<file path="config.mk">
export PLATFORM = sky130hd
export DESIGN_NAME = ray_queue_flat
export DESIGN_NICKNAME = d
export VERILOG_FILES = /design/src/rtl/ray_queue_pkg.sv /design/src/rtl/ray_queue_if.sv /design/src/rtl/ray_fifo_mem.sv /design/src/rtl/ray_queue.sv /design/src/flat_wrapper.sv
export SDC_FILE = /design/constraint.sdc
export NUM_CORES = 2
export LEC_CHECK = 0
export ABC_CLOCK_PERIOD_IN_PS = 22200
export BUFFER_PORTS_ARGS = -buffer_cell sky130_fd_sc_hd__buf_4
export CORE_AREA = 2 2 464 466
export DETAILED_ROUTE_END_ITERATION = 16
export DIE_AREA = 0 0 466 468
export PLACE_DENSITY = 0.79
export SLEW_MARGIN = 5
export SYNTH_ARGS = -nofsm -noshare
export SYNTH_HDL_FRONTEND = slang
export SYNTH_HIERARCHICAL = 1
export SYNTH_SLANG_ARGS = --single-unit
</file>
<file path="constraint.sdc">
create_clock -name clk -period 22.2 [get_ports clk]
set_input_delay 4.44 -clock clk [delete_from_list [all_inputs] [get_ports clk]]
set_output_delay 4.44 -clock clk [all_outputs]
set_load 0.01 [all_outputs]
</file>
<file path="src/rtl/ray_queue_pkg.sv">
// +-------------------------------------------------------------------+
// | ray_queue_pkg : shared widths, entry type and frame-state codes   |
// | Rev 1.0                                                           |
// +-------------------------------------------------------------------+
`default_nettype none

package ray_queue_pkg;

  localparam int RAY_COORD_W = 11;
  localparam int RAY_VEC_W   = 96;
  localparam int RAY_ENTRY_W = 2 * RAY_COORD_W + 2 * RAY_VEC_W;

  // Packed {x, y, origin, direction}, x in the MSBs.
  typedef logic [RAY_ENTRY_W-1:0] ray_entry_t;

  typedef enum logic [0:0] {
    ST_IDLE = 1'b0,
    ST_RUN  = 1'b1
  } frame_state_t;

  function automatic ray_entry_t ray_pack(
    input logic [RAY_COORD_W-1:0] x,
    input logic [RAY_COORD_W-1:0] y,
    input logic [RAY_VEC_W-1:0]   origin,
    input logic [RAY_VEC_W-1:0]   direction
  );
    return {x, y, origin, direction};
  endfunction

endpackage

`default_nettype wire

</file>
<file path="src/rtl/ray_queue_if.sv">
// +-------------------------------------------------------------------+
// | ray_queue_if : queue-to-core ray handshake (valid/ready)          |
// | Rev 1.0                                                           |
// +-------------------------------------------------------------------+
`default_nettype none

interface ray_queue_if;
  import ray_queue_pkg::*;

  logic [RAY_COORD_W-1:0] ray_x;
  logic [RAY_COORD_W-1:0] ray_y;
  logic [RAY_VEC_W-1:0]   ray_origin;
  logic [RAY_VEC_W-1:0]   ray_direction;
  logic                   ray_valid;
  logic                   ray_ready;

  modport master (
    output ray_x, ray_y, ray_origin, ray_direction, ray_valid,
    input  ray_ready
  );

  modport slave (
    input  ray_x, ray_y, ray_origin, ray_direction, ray_valid,
    output ray_ready
  );

endinterface

`default_nettype wire

</file>
<file path="src/rtl/ray_fifo_mem.sv">
// +-------------------------------------------------------------------+
// | ray_fifo_mem : DEPTH x entry storage, sync write, async head read |
// | Rev 1.0                                                           |
// +-------------------------------------------------------------------+
`default_nettype none

module ray_fifo_mem
  import ray_queue_pkg::*;
#(
  parameter  int DEPTH    = 16,
  localparam int c_addr_w = $clog2(DEPTH)
) (
  input  logic                clk,
  input  logic                wr_en,
  input  logic [c_addr_w-1:0] wr_addr,
  input  ray_entry_t          wr_data,
  input  logic [c_addr_w-1:0] rd_addr,
  output ray_entry_t          rd_data
);

  ray_entry_t r_mem [DEPTH];

  always_ff @(posedge clk) begin
    if (wr_en) begin
      r_mem[wr_addr] <= wr_data;
    end
  end

  assign rd_data = r_mem[rd_addr];

endmodule

`default_nettype wire

</file>
<file path="src/rtl/ray_queue.sv">
// +-------------------------------------------------------------------+
// | ray_queue : caster-side ray FIFO with ce throttle and frame FSM   |
// | Optional RAY_QUEUE_STATS_EN adds stall_cycles / max_occupancy.    |
// | Rev 1.0                                                           |
// +-------------------------------------------------------------------+
`default_nettype none

module ray_queue
  import ray_queue_pkg::*;
#(
  parameter  int DEPTH    = 16,
  parameter  int AFULL    = 14,
  parameter  int RES_X    = 640,
  parameter  int RES_Y    = 480,
  localparam int c_addr_w = $clog2(DEPTH),
  localparam int c_occ_w  = c_addr_w + 1
) (
  input  logic                   clk,
  input  logic                   rst_n,
  input  logic [RAY_COORD_W-1:0] in_image_x,
  input  logic [RAY_COORD_W-1:0] in_image_y,
  input  logic [RAY_VEC_W-1:0]   in_ray_origin,
  input  logic [RAY_VEC_W-1:0]   in_ray_direction,
  input  logic                   in_valid,
  output logic                   caster_ce,
  ray_queue_if.master            core,
  output logic [c_occ_w-1:0]     occupancy,
  output logic                   frame_done,
  output logic                   overflow
`ifdef RAY_QUEUE_STATS_EN
  ,
  output logic [31:0]            stall_cycles,
  output logic [c_occ_w-1:0]     max_occupancy
`endif
);

  localparam logic [c_occ_w-1:0]     c_full   = c_occ_w'(DEPTH);
  localparam logic [c_occ_w-1:0]     c_afull  = c_occ_w'(AFULL);
  localparam logic [RAY_COORD_W-1:0] c_last_x = RAY_COORD_W'(RES_X - 1);
  localparam logic [RAY_COORD_W-1:0] c_last_y = RAY_COORD_W'(RES_Y - 1);

  logic [c_addr_w-1:0] r_wr_ptr;
  logic [c_addr_w-1:0] r_rd_ptr;
  logic [c_occ_w-1:0]  r_occ;
  logic                r_ce;
  logic                r_ce_d;
  logic                r_ovf;
  frame_state_t        r_state;
  frame_state_t        w_state_next;

  logic                w_pop;
  logic                w_push_req;
  logic                w_push;
  logic                w_drop;
  logic                w_full;
  logic                w_in_first;
  logic                w_head_last;
  logic                w_frame_done;
  logic [c_occ_w-1:0]  w_occ_next;
  ray_entry_t          w_head;

  assign w_full      = (r_occ == c_full);
  assign w_pop       = (r_occ != '0) && core.ray_ready;
  // ce_d marks a freshly latched caster beat; held repeats arrive with ce_d low.
  assign w_push_req  = in_valid && r_ce_d;
  assign w_push      = w_push_req && (!w_full || w_pop);
  assign w_drop      = w_push_req && w_full && !w_pop;
  assign w_in_first  = (in_image_x == '0) && (in_image_y == '0);
  assign w_head_last = (w_head[RAY_ENTRY_W-1 -: RAY_COORD_W] == c_last_x) &&
                       (w_head[RAY_ENTRY_W-RAY_COORD_W-1 -: RAY_COORD_W] == c_last_y);

  always_comb begin
    w_occ_next = r_occ;
    case ({w_push, w_pop})
      2'b10:   w_occ_next = r_occ + c_occ_w'(1);
      2'b01:   w_occ_next = r_occ - c_occ_w'(1);
      default: w_occ_next = r_occ;
    endcase
  end

  ray_fifo_mem #(
    .DEPTH (DEPTH)
  ) u_mem (
    .clk     (clk),
    .wr_en   (w_push),
    .wr_addr (r_wr_ptr),
    .wr_data (ray_pack(in_image_x, in_image_y, in_ray_origin, in_ray_direction)),
    .rd_addr (r_rd_ptr),
    .rd_data (w_head)
  );

  always_ff @(posedge clk or negedge rst_n) begin
    if (!rst_n) begin
      r_wr_ptr <= '0;
      r_rd_ptr <= '0;
      r_occ    <= '0;
      r_ce     <= 1'b0;
      r_ce_d   <= 1'b0;
      r_ovf    <= 1'b0;
    end else begin
      r_occ  <= w_occ_next;
      r_ce   <= (w_occ_next < c_afull);
      r_ce_d <= r_ce;
      if (w_push) begin
        r_wr_ptr <= r_wr_ptr + c_addr_w'(1);
      end
      if (w_pop) begin
        r_rd_ptr <= r_rd_ptr + c_addr_w'(1);
      end
      if (w_drop) begin
        r_ovf <= 1'b1;
      end
    end
  end

  always_ff @(posedge clk or negedge rst_n) begin
    if (!rst_n) begin
      r_state <= ST_IDLE;
    end else begin
      r_state <= w_state_next;
    end
  end

  // A new frame's first pixel arriving together with the old frame's last pop keeps RUN.
  always_comb begin
    w_state_next = r_state;
    w_frame_done = 1'b0;
    case (r_state)
      ST_IDLE: begin
        if (w_push && w_in_first) begin
          w_state_next = ST_RUN;
        end
      end
      ST_RUN: begin
        if (w_pop && w_head_last) begin
          w_frame_done = 1'b1;
          w_state_next = (w_push && w_in_first) ? ST_RUN : ST_IDLE;
        end
      end
      default: w_state_next = ST_IDLE;
    endcase
  end

`ifdef RAY_QUEUE_STATS_EN
  logic               w_frame_start;
  logic [31:0]        r_stall;
  logic [c_occ_w-1:0] r_max_occ;

  assign w_frame_start = (r_state == ST_IDLE) && (w_state_next == ST_RUN);

  always_ff @(posedge clk or negedge rst_n) begin
    if (!rst_n) begin
      r_stall   <= '0;
      r_max_occ <= '0;
    end else if (w_frame_start) begin
      r_stall   <= '0;
      r_max_occ <= '0;
    end else begin
      if ((r_state == ST_RUN) && !r_ce) begin
        r_stall <= r_stall + 32'd1;
      end
      if (r_occ > r_max_occ) begin
        r_max_occ <= r_occ;
      end
    end
  end

  assign stall_cycles  = r_stall;
  assign max_occupancy = r_max_occ;
`endif

  assign caster_ce          = r_ce;
  assign occupancy          = r_occ;
  assign overflow           = r_ovf;
  assign frame_done         = w_frame_done;
  assign core.ray_valid     = (r_occ != '0);
  assign core.ray_x         = w_head[RAY_ENTRY_W-1 -: RAY_COORD_W];
  assign core.ray_y         = w_head[RAY_ENTRY_W-RAY_COORD_W-1 -: RAY_COORD_W];
  assign core.ray_origin    = w_head[2*RAY_VEC_W-1 -: RAY_VEC_W];
  assign core.ray_direction = w_head[RAY_VEC_W-1:0];

endmodule

`default_nettype wire

</file>
<file path="src/flat_wrapper.sv">
// flat-port wrapper written by rule: the top's interface ports become plain ports
module ray_queue_flat import ray_queue_pkg::*;
#(
  parameter  int DEPTH    = 16,
  parameter  int AFULL    = 14,
  parameter  int RES_X    = 640,
  parameter  int RES_Y    = 480,
  localparam int c_addr_w = $clog2(DEPTH),
  localparam int c_occ_w  = c_addr_w + 1
)
  (clk, rst_n, in_image_x, in_image_y, in_ray_origin, in_ray_direction, in_valid, caster_ce, occupancy, frame_done, overflow, core_ray_x, core_ray_y, core_ray_origin, core_ray_direction, core_ray_valid, core_ray_ready);
  ray_queue_if core_i ();
  input  logic clk;
  input  logic rst_n;
  input  logic [RAY_COORD_W-1:0] in_image_x;
  input  logic [RAY_COORD_W-1:0] in_image_y;
  input  logic [RAY_VEC_W-1:0] in_ray_origin;
  input  logic [RAY_VEC_W-1:0] in_ray_direction;
  input  logic in_valid;
  output logic caster_ce;
  output logic [c_occ_w-1:0] occupancy;
  output logic frame_done;
  output logic overflow;
  output wire logic [$bits(core_i.ray_x)-1:0] core_ray_x;
  output wire logic [$bits(core_i.ray_y)-1:0] core_ray_y;
  output wire logic [$bits(core_i.ray_origin)-1:0] core_ray_origin;
  output wire logic [$bits(core_i.ray_direction)-1:0] core_ray_direction;
  output wire logic [$bits(core_i.ray_valid)-1:0] core_ray_valid;
  input wire logic [$bits(core_i.ray_ready)-1:0] core_ray_ready;
  assign core_ray_x = core_i.ray_x;
  assign core_ray_y = core_i.ray_y;
  assign core_ray_origin = core_i.ray_origin;
  assign core_ray_direction = core_i.ray_direction;
  assign core_ray_valid = core_i.ray_valid;
  assign core_i.ray_ready = core_ray_ready;
  ray_queue #(.DEPTH(DEPTH), .AFULL(AFULL), .RES_X(RES_X), .RES_Y(RES_Y)) u_core (.clk(clk), .rst_n(rst_n), .in_image_x(in_image_x), .in_image_y(in_image_y), .in_ray_origin(in_ray_origin), .in_ray_direction(in_ray_direction), .in_valid(in_valid), .caster_ce(caster_ce), .core(core_i), .occupancy(occupancy), .frame_done(frame_done), .overflow(overflow));
endmodule
</file>
==> results by group <==
Hold path
  – Hold Crit Class: flip-flop to flip-flop

Logic synthesis
  – FF+latch count, synth: 3,441
  – Avg Inst Size Synth: 23.7 µm²
  – Synth Cell Area: 0.129 mm²
  – Main area contributors after synthesis: edfxtp_1, mux4_2, a22oi_1, mux2_2, nand2_1
  – Mapped Nets: 5,683
  – Top cell type's share of synthesized area: 79.4%
  – Ys async rst share: 0.494%
  – Sequential cell area fraction in the yosys report: 79.8%
  – Top FF cell, synth: edfxtp_1
  – Yosys cell types: 50
  – Cell type with the largest total area after synthesis: edfxtp_1
  – Mapped Cells: 5,462
  – Post-synth EDFFs: 3,424
  – Yosys warning count: 6

Route
  – Final wirelength: 315,000 µm
  – Vias: ~63,000
  – Post-DRT Antenna Nets: 0
  – Remaining DRCs: 0
  – Wire per inst: 34.3 µm
  – Iteration-0 DRC Markers: 8,110
  – Drt first pass iters: 5
  – Vias per inst: approximately 6.8

Floorplan
  – Core box area: 0.213 mm²
  – Die height: 468 µm
  – Rows: 170
  – Starting Density: 60.7%
  – Die width: 466 µm
  – Number of top-level pins: 441
  – DIE AREA: 0.218 mm²

Power and ir drop
  – Lkg Pwr: 0.0467 µW
  – Peak VDD IR: 0.167 mV
  – Power Dens Cells: between 100 and 150 mW/mm²

Final layout
  – Most common cell after layout, fill and taps aside: edfxtp_1
  – Final instance area: about 0.15 mm²
  – Proportion of layout cells with a drive suffix above 1: 31.1%
  – Area Overhead vs Synth: 13.5%
  – Final nets: approximately 6,300
  – Final core utilization: 68.9%
  – Most frequent cells in the layout: edfxtp_1, mux4_2, buf_4

Setup path
  – Reg-to-reg slack, setup: 17,070 ps
  – Worst setup EP type: output pin
  – CP Launch Type: input pin
  – WP data arrival: ~5900 ps
  – Setup Crit Path Kind: input pin to output pin
  – Crit path required time: 17,760 ps
  – Worst-path maximum fanout: 9

STA
  – Relative slew slack: 24.4%
  – Worst Tran Pin Value: 1130 ps
  – Max Freq: 96.6 MHz
  – Final Hold Viols: 0
  – Final Max Tran Viols: 0
  – RSZ-0062 raised after global routing: no
  – Setup violators final: 0
  – Final worst path period share: 46.6%
  – Min Clock Period, post-route: approximately 10,000 ps
  – Setup TNS: 0 ps
  – Clk_skew: 66.2 ps

Clock tree
  – Clk Latency, worst-skew pair: 970 ps
  – Total CTS buffers: between 300 and 400
  – Clk buf depth: 4
  – CTS tree: yes
  – Post-CTS setup buffers: 0
  – CTS Root Cell: clkbuf_16
  – Post-cts hold buffer count: 0
  – PostCTS Resize Cnt: 0
  – Clock transition at path regs: 50 ps
  – CTS Sinks: between 3,000 and 4,000
  – H-Tree Depth: 5

Global routing
  – Vias in the first global route: 64,700
  – GRT Util Overall: 28.9%
  – Met3 Usage GRT: around 6.3%
  – First-pass GRT wire length: 451,000 µm
  – Met2 global-route usage: 46.8%
  – Initial antenna violation count: 44
  – Largest net degree at the start of global routing: 120
  – GRT overflow: 0
  – Most Used Layer, Global Route: met2
  – Grt met1 use: 38.9%

Placement
  – Post-detail-place hpwl: 153,000 µm
  – GP Congestion: about 0.8
  – Port bufs: 440
  – DP Area: approximately 0.14 mm²

Run
  – Max cap viols: 0

Outcome
  – Outcome: complete, no violations
## worst paths after layout
path                                      from                          to  depth (start not counted)
max in group asynchronous                rst_n          u_core/r_rd_ptr[1]                          1
hold reg to reg               u_core/caster_ce               u_core/r_ce_d                          0
hold / removal                u_core/caster_ce               u_core/r_ce_d                          0
min in group asynchronous                rst_n             u_core/overflow                          1
setup / recovery                core_ray_ready                  frame_done                          5
setup reg to reg           u_core/occupancy[1]  u_core/u_mem/r_mem[5][118]                          8
## final cells by class
class	instances	area, µm²
clock inverters	186	1780
clock buffers	420	9040
well taps	2838	3550
repair buffers	565	4370
fillers	12100	66400
multi-input cells	1719	24800
diodes	23	57.6
inverters	2	7.51
flip-flops and latches	3441	103000
## per-layer routing
layer | vias up | part of all wire [%]
met4 | 36 | 3.8
met5 | - | 0.071
li1 | 24800 | -
met1 | 33300 | 36
met3 | 647 | 9.9
met2 | 4024 | 50
## worst max-delay path: stages
cell and delay, ps:
buf_4 110, a21boi_1 730, nand3_1 250, nor2_1 210, buf_4 150
## cell families (layout without fill, tap and decap cells)
group	Yosys count	in the layout	synth area share (%)
other	0	23	0
buffers and inverters	302	1173	1.20
DFF	3441	3441	79.8
adders and majority gates	3	3	0.0290
AOI/OAI and AO/OA	465	465	2.71
xor gates and xnor gates	11	11	0.0744
muxes	949	949	15.2
and+or+nand+nor	291	291	1.07
## per-stage QoR
stage               instances  power (µW)  hold slack (ps)  worst slack, ps
finish                   9194       19100              380            11850
global route             9189       19700              402            11340
CTS                      9171       19100              383            11650
detailed placement       8565       13500              372            11880
global placement         8565       13400              372            11980
floorplan                5462       11500              416             1290
## sequential cells by signal, summed over array words and instances (netlist names)
name                count
u_core/r_wr_ptr         4
u_core/caster_ce        1
u_core/overflow         1
u_core/r_ce_d           1
u_core/r_rd_ptr         4
u_core/occupancy        5
u_core/r_state          1
u_core/u_mem/r_mem   3424
## synth_stat cells, types with 24 or more instances
cell type,n
mux4_2,798
nand2b_1,28
mux2i_1,41
nand2_1,165
buf_4,60
clkbuf_1,140
a22oi_1,362
edfxtp_1,3424
o21ai_0,26
buf_2,67
a221oi_1,24
mux2_2,109
nor2b_1,40
o221ai_1,34
## report_power, final
| part | switching, µW | internal, µW |
|---|---|---|
| Clock | 2340 | 3290 |
| Sequential | 170 | 7600 |
| Combinational | 3220 | 2430 |
Note: power is estimated with default switching activity, not from simulation.
